$ cat config.mk
export PLATFORM = sky130hd
export DESIGN_NAME = shift_transmitter
export DESIGN_NICKNAME = d
export VERILOG_FILES = /design/src/rtl/shift_transmitter.sv
export SDC_FILE = /design/constraint.sdc
export NUM_CORES = 1
export LEC_CHECK = 0
export ABC_AREA = 1
export BUFFER_PORTS_ARGS = -buffer_cell sky130_fd_sc_hd__clkbuf_2
export CAP_MARGIN = 25
export CELL_PAD_IN_SITES_DETAIL_PLACEMENT = 1
export CELL_PAD_IN_SITES_GLOBAL_PLACEMENT = 2
export CORE_UTILIZATION = 29
export DETAILED_ROUTE_END_ITERATION = 6
export PLACE_DENSITY = 0.78
export SKIP_CTS_REPAIR_TIMING = 1
export SYNTH_ARGS = -nofsm -noshare
export SYNTH_HDL_FRONTEND = slang
export SYNTH_SLANG_ARGS = --single-unit
$ cat constraint.sdc
create_clock -name clk -period 1.7 [get_ports clk]
set_input_delay 0.34 -clock clk [delete_from_list [all_inputs] [get_ports clk]]
set_output_delay 0.34 -clock clk [all_outputs]
set_load 0.005 [all_outputs]
$ cat src/rtl/shift_transmitter.sv
// rtl/shift_transmitter.sv - parallel-to-serial transmitter feeding a downstream shift register's sr/ir or sl/il side.
// Optional trailing even-parity strobe is enabled by defining SHIFT_TRANSMITTER_PARITY_EN.
module shift_transmitter #(
  parameter int DATA_WIDTH = 16
) (
  input  logic                  clk,
  input  logic                  rst,
  input  logic                  start,
  input  logic                  dir,
  input  logic [DATA_WIDTH-1:0] data,
  output logic                  sr,
  output logic                  ir,
  output logic                  sl,
  output logic                  il,
  output logic                  busy,
  output logic                  done
);

  localparam int CW = $clog2(DATA_WIDTH + 1);
`ifdef SHIFT_TRANSMITTER_PARITY_EN
  localparam int NBITS = DATA_WIDTH + 1;
`else
  localparam int NBITS = DATA_WIDTH;
`endif
  localparam logic [CW-1:0] LAST_CNT = CW'(NBITS - 1);

  typedef enum logic [1:0] {IDLE, SHIFT, DONE} state_t;

  state_t                state_q, state_n;
  logic [DATA_WIDTH-1:0] shift_buf_q, shift_buf_n;
  logic                  dir_q, dir_n;
  logic [CW-1:0]         cnt_q, cnt_n;
  logic                  sr_n, ir_n, sl_n, il_n, busy_n, done_n;
  logic                  next_bit;
`ifdef SHIFT_TRANSMITTER_PARITY_EN
  logic                  par_q, par_n;
`endif

  always_ff @(posedge clk) begin
    if (rst) begin
      state_q     <= IDLE;
      shift_buf_q <= '0;
      dir_q       <= 1'b0;
      cnt_q       <= '0;
      sr          <= 1'b0;
      ir          <= 1'b0;
      sl          <= 1'b0;
      il          <= 1'b0;
      busy        <= 1'b0;
      done        <= 1'b0;
`ifdef SHIFT_TRANSMITTER_PARITY_EN
      par_q       <= 1'b0;
`endif
    end else begin
      state_q     <= state_n;
      shift_buf_q <= shift_buf_n;
      dir_q       <= dir_n;
      cnt_q       <= cnt_n;
      sr          <= sr_n;
      ir          <= ir_n;
      sl          <= sl_n;
      il          <= il_n;
      busy        <= busy_n;
      done        <= done_n;
`ifdef SHIFT_TRANSMITTER_PARITY_EN
      par_q       <= par_n;
`endif
    end
  end

  // Outputs are computed one cycle ahead so each registered strobe lines up with its state.
  always_comb begin
    state_n     = state_q;
    shift_buf_n = shift_buf_q;
    dir_n       = dir_q;
    cnt_n       = cnt_q;
    sr_n        = 1'b0;
    ir_n        = 1'b0;
    sl_n        = 1'b0;
    il_n        = 1'b0;
    busy_n      = 1'b0;
    done_n      = 1'b0;
    next_bit    = 1'b0;
`ifdef SHIFT_TRANSMITTER_PARITY_EN
    par_n       = par_q;
`endif
    case (state_q)
      IDLE: begin
        if (start) begin
          state_n     = SHIFT;
          dir_n       = dir;
          cnt_n       = '0;
          shift_buf_n = dir ? (data << 1) : (data >> 1);
          sr_n        = ~dir;
          ir_n        = ~dir & data[0];
          sl_n        = dir;
          il_n        = dir & data[DATA_WIDTH-1];
          busy_n      = 1'b1;
`ifdef SHIFT_TRANSMITTER_PARITY_EN
          par_n       = ^data;
`endif
        end
      end
      SHIFT: begin
        busy_n = 1'b1;
        cnt_n  = cnt_q + CW'(1);
        if (cnt_q == LAST_CNT) begin
          state_n = DONE;
          done_n  = 1'b1;
        end else begin
`ifdef SHIFT_TRANSMITTER_PARITY_EN
          if (cnt_q == CW'(DATA_WIDTH - 1)) next_bit = par_q;
          else
`endif
          next_bit = dir_q ? shift_buf_q[DATA_WIDTH-1] : shift_buf_q[0];
          shift_buf_n = dir_q ? (shift_buf_q << 1) : (shift_buf_q >> 1);
          sr_n        = ~dir_q;
          ir_n        = ~dir_q & next_bit;
          sl_n        = dir_q;
          il_n        = dir_q & next_bit;
        end
      end
      DONE: begin
        state_n = IDLE;
      end
      default: begin
        state_n = IDLE;
      end
    endcase
  end

endmodule
==> results of run 1 <==
## layout make-up
| class | instances | area, um^2 |
|---|---|---|
| tap | 75 | 93.8 |
| multi-input combinational | 220 | 942 |
| fill | 827 | 3840 |
| sequential | 30 | 601 |
| timing repair buffer | 32 | 203 |
| clock buffer | 5 | 68.8 |
| clock inverter | 2 | 10.0 |
| inverter | 42 | 158 |
## registers in the layout, summed over array words and instances, names as in the netlist
name / count
il: 1
done: 1
ir: 1
sl: 1
dir_q: 1
state_q: 2
busy: 1
cnt_q: 5
shift_buf_q: 16
sr: 1
## worst min-delay path, delay by kind of cell
family / cells / cell delay, ns
buffers and inverters: 1 / 0.09
AO/OA/AOI/OAI: 1 / 0.07
AND/OR/NAND/NOR: 1 / 0.08
## routing by layer
metal,global-route usage (%),up-vias,routed length [um]
met1,20.4,867,2340
li1,-,973,-
met4,4.29,0,14
met5,0,-,0
met2,31.7,27,2470
met3,4.09,2,153
## cell families (layout without fill, tap and decap cells)
group | Yosys count | after routing | synth area share [%]
simple gates | 204 | 204 | 47.0
compound gates | 14 | 14 | 3.92
flops | 30 | 30 | 33.6
buf+inv | 57 | 81 | 14.1
fa+ha+maj | 2 | 2 | 1.40
## cells in the mapped netlist (all sizes together)
| master | instances | share of area [%] |
|---|---|---|
| nand3 | 36 | 10 |
| nand4 | 3 | 1.0 |
| o21ai | 3 | 0.84 |
| inv | 42 | 8.8 |
| or2 | 1 | 0.35 |
| ha | 2 | 1.4 |
| a21oi | 11 | 3.1 |
| dfxtp | 30 | 34 |
| buf | 14 | 5.1 |
| nand2 | 122 | 26 |
| clkbuf | 1 | 0.21 |
| nor2 | 42 | 9.7 |
## power by group
group | internal (mW) | leakage [nW] | total [mW] | switching, mW
Combinational | 0.134 | 0.820 | 0.368 | 0.233
Clock | 0.274 | 0.0438 | 0.548 | 0.273
Sequential | 0.751 | 0.247 | 0.770 | 0.0182
## worst paths after layout
check                        start                          end  slack, ns
max          cnt_q[0]$_SDFFE_PP0P_  shift_buf_q[7]$_SDFFE_PP0P_       0.15
min                        data[0]                ir$_SDFF_PP0_       0.36
max reg2reg  cnt_q[0]$_SDFFE_PP0P_  shift_buf_q[7]$_SDFFE_PP0P_       0.15
min reg2reg  cnt_q[0]$_SDFFE_PP0P_        cnt_q[0]$_SDFFE_PP0P_       0.48
==> flow_metrics.tcl, run 1 <==
set metrics [dict create \
    status "finished clean" \
    cts_max_level 2 \
    cts.clk_slew.worst_paths_ns 0.07 \
    grtUsageTotal_pct 17.5 \
    crit_path_start_kind "flip-flop" \
    ys_seq_area_share_pct 33.6 \
    post_drt_wl_per_cell_um 12.3 \
    via_per_inst 4.60 \
    cts.sinks 30 \
    cts_tree "yes" \
    slew_violations 0 \
    ys.warnings.count 0 \
    fin_setup_tns_ns 0 \
    rsz0062_at_grt "no" \
    fmax_ghz 0.647 \
    hp-class "in2reg" \
    ant_nets 0 \
    cts_buffer_depth 2 \
    total_power_mw 1.68 \
    power_density_nw_per_um2 812 \
    maxCapViolCount 0 \
    antenna_found_initial 0 \
    synth_cells 307 \
    core_area_um2 5920 \
    port_buffers 25 \
    final_cell_mix "120 x nand2_1, 41 x inv_1, 38 x nor2_1" \
    netlist_area_um2 1790 \
    die_h_um 80.5 \
    place_area_um2 1990 \
    fin_crit_ns 1.55 \
    overflow 0 \
    dieArea_um2 6490 \
    worst_slew_pin_slew_ns 0.472 \
    fin_util_pct 35.1 \
    final.period_utilization_pct 91.0 \
    area_growth_pct 16.0 \
    worstPathCellList "ha_1 -> nand2_1 -> nor2_1 -> ha_2 -> a21oi_2 -> nand2_2 -> buf_12 -> nand2_1 -> nand2_1 -> nor2_2" \
    slowest_delay_ns 0.37 \
    cts_buffers 5 \
    insertion_delay_ns 0.28 \
    drtIter0Drc 72 \
    slew_headroom_pct 68.5 \
    cp_max_fo 33 \
    layout_setup_ws_ns 0.153 \
    fp.dieW_um 80.5 \
    critical-path-slowest-cell "dfxtp_1" \
    grt_max_degree 34 \
    final_common_cell "nand2_1" \
    finalHoldViolations 0 \
    synth_nets 329 \
    cp_common_cell "nand2_1" \
    initial_core_util_pct 30.2 \
    rows 28 \
    final_area_um2 2080 \
    cp_top_family "simple AND/OR/NAND/NOR gates" \
    end_kind "flip-flop" \
    cts-root-buf "clkbuf_8" \
    fin_cells 406 \
    place_hpwl_um 3470 \
    ir_drop_mv 0.294 \
    place_congestion 0.717 \
    wl_um 4990 \
    whs_path_depth 3 \
    ys_types 18 \
    antenna_cells 0 \
    leakagePower_nw 1.11 \
    dr.pass1.iters 4 \
    synth.avg_cell_area_um2 5.83 \
    whs_ns 0.360 \
    drc 0 \
    num_io_pins 26 \
    skew_ns 0.00576 \
    layout.nets 353 \
    crit_type "reg2reg" \
    post-place-ws_ns 0.107 \
    via_count 1869 \
    setup_viol 0 \
    cp.required_ns 1.88 \
    synth-seq-cells 30 \
    r2r_cells 10 \
    drive_gt1_share_pct 14.8 \
    critical_path_depth 10 \
    critPathBufInv 1 \
    first_global_vias 1868 \
    crit_arrival_ns 1.73 \
    grt_pass1_wl_um 8630 \
    place_inst 399 \
]
No activity file was read; power rests on OpenSTA's default activity.
==> run 2: changes to the inputs <==
--- a/config.mk
+++ b/config.mk
@@ -10,9 +10,9 @@
 export CAP_MARGIN = 25
 export CELL_PAD_IN_SITES_DETAIL_PLACEMENT = 1
 export CELL_PAD_IN_SITES_GLOBAL_PLACEMENT = 2
-export CORE_UTILIZATION = 29
+export CORE_UTILIZATION = 26
 export DETAILED_ROUTE_END_ITERATION = 6
-export PLACE_DENSITY = 0.78
+export PLACE_DENSITY = 0.74
 export SKIP_CTS_REPAIR_TIMING = 1
 export SYNTH_ARGS = -nofsm -noshare
 export SYNTH_HDL_FRONTEND = slang
==> constraint.sdc (replaced) <==
create_clock -name clk -period 1.4 [get_ports clk]
set_input_delay 0.28 -clock clk [delete_from_list [all_inputs] [get_ports clk]]
set_output_delay 0.28 -clock clk [all_outputs]
set_load 0.005 [all_outputs]
==> run 2 against run 1 <==
  * The run now ends with setup timing left
  * Critical path type unchanged
  * Highest routed layer unchanged
  * Cell count increased by 3.7%
  * Utilization up 2.3 points
  * Sequential share of layout area is 4.0 points lower
==> flow_metrics.tcl, run 2 (synthesis results as in run 1) <==
set metrics [dict create \
    cp.required_ns 1.58 \
    wl_um 5740 \
    port_buffers 25 \
    cts.clk_slew.worst_paths_ns 0.07 \
    crit_type "reg2reg" \
    fmax_ghz 0.666 \
    final_common_cell "nand2_1" \
    place_hpwl_um 3990 \
    drive_gt1_share_pct 26.2 \
    whs_path_depth 3 \
    worstPathCellList "ha_4 -> nand2_4 -> nor2_4 -> ha_4 -> a21oi_4 -> nand2_4 -> clkbuf_16 -> nor2_2 -> nor2_2" \
    ir_drop_mv 0.442 \
    power_density_nw_per_um2 971 \
    r2r_start "cnt_q[0]$_SDFFE_PP0P_" \
    reg2reg_to "shift_buf_q[6]$_SDFFE_PP0P_" \
    final.period_utilization_pct 107 \
    post_drt_wl_per_cell_um 13.6 \
    core_area_um2 6490 \
    die_h_um 85.0 \
    seq_area_um2 606 \
    leakagePower_nw 1.25 \
    largestRegisters "shift_buf_q (16), cnt_q (5), state_q (2)" \
    cts_buffer_depth 2 \
    cts-root-buf "clkbuf_8" \
    first_global_vias 1945 \
    critical-path-slowest-cell "dfxtp_2" \
    place_congestion 0.757 \
    rows 29 \
    violations "setup timing" \
    setup_viol 16 \
    fin_setup_tns_ns -1.08 \
    place_inst 410 \
    finalHoldViolations 0 \
    status "finished with violations" \
    slowest_delay_ns 0.33 \
    end_kind "flip-flop" \
    final_cell_mix "112 x nand2_1, 41 x inv_1, 36 x nand3_1" \
    largest-register "shift_buf_q" \
    rrSetupSlack_ns -0.10 \
    place_area_um2 2130 \
    cts_buffers 5 \
    worst_slew_pin_slew_ns 0.329 \
    ant_nets 0 \
    area_growth_pct 35.7 \
    crit_arrival_ns 1.68 \
    largest_reg_flops 16 \
    dieArea_um2 7220 \
    grtUsageTotal_pct 16.6 \
    antenna_cells 0 \
    hp-class "in2reg" \
    fin_crit_ns 1.50 \
    slew_headroom_pct 78.0 \
    fp.dieW_um 85.0 \
    multi_input_area_um2 1070 \
    layout_setup_ws_ns -0.102 \
    n_fill_cell 855 \
    initial_core_util_pct 27.5 \
    cp_max_fo 8 \
    drc 0 \
    fin_cells 421 \
    crit_path_start_kind "flip-flop" \
    grt_max_degree 20 \
    skew_ns 0.00851 \
    cts_max_level 2 \
    antenna_found_initial 0 \
    overflow 0 \
    cts.sinks 30 \
    cp-endpoint "shift_buf_q[6]$_SDFFE_PP0P_" \
    cts_tree "yes" \
    maxCapViolCount 0 \
    via_per_inst 4.68 \
    dr.pass1.iters 6 \
    drtIter0Drc 55 \
    r2r_cells 9 \
    num_io_pins 26 \
    via_count 1969 \
    insertion_delay_ns 0.28 \
    layout.nets 365 \
    crit_start "cnt_q[0]$_SDFFE_PP0P_" \
    rsz0062_at_grt "yes" \
    grt_pass1_wl_um 9330 \
    final_area_um2 2430 \
    slew_violations 0 \
]
-- run 2: cell types whose count changed in the layout (fill, tap and decap cells not counted), sizes merged --
cell / change
clkinv: -2
clkbuf: +6
buf: +9
-- run 2: how the worst min path moves through the flow --
stage,startpoint,to
floorplan,cnt_q[0]$_SDFFE_PP0P_,cnt_q[0]$_SDFFE_PP0P_
global placement,cnt_q[4]$_SDFFE_PP0P_,cnt_q[4]$_SDFFE_PP0P_
finish,data[15],il$_SDFF_PP0_
global route,data[15],il$_SDFF_PP0_
CTS,data[15],il$_SDFF_PP0_
detailed placement,cnt_q[4]$_SDFFE_PP0P_,cnt_q[4]$_SDFFE_PP0P_
-- run 2: power by group --
group	leakage [nW]	switching [mW]	internal, mW
Sequential	0.249	0.0261	0.914
Combinational	0.948	0.338	0.237
Clock	0.0575	0.347	0.497
-- run 2: final cells by class --
cell class | instances | share of cell area (%)
Timing Repair Buffer | 44 | 15.8
Clock buffer | 8 | 4.54
Inverter | 42 | 6.49
Tap cell | 77 | 3.97
Multi-Input combinational cell | 220 | 44.3
Sequential cell | 30 | 24.9
-- run 2: routing by layer --
metal	track usage [%]	routed length (um)
met4	5.55	72
met1	21.1	2750
met5	0	0
met3	3.21	128
met2	27.9	2790
-- run 2: critical path: cells and delay by family (launching register included) --
family | cells | cell delay, ns
and+or+nand+nor | 5 | 0.40
adders and majority gates | 2 | 0.32
buffers and inverters | 1 | 0.20
DFF | 1 | 0.33
AOI/OAI and AO/OA | 1 | 0.16
-- run 2: stage by stage --
step / power (mW) / setup WS (ns) / hold slack [ns] / util, %
3_3_place_gp: 1.45 / -0.0762 / 0.472 / 32.7
2_1_floorplan: 1.29 / 0.00852 / 0.442 / -
5_1_grt: 2.50 / -0.161 / 0.275 / 37.4
4_1_cts: 2.32 / -0.104 / 0.270 / 34.4
3_5_place_dp: 1.46 / -0.0900 / 0.476 / 32.7
6_report: 2.36 / -0.102 / 0.271 / 37.4
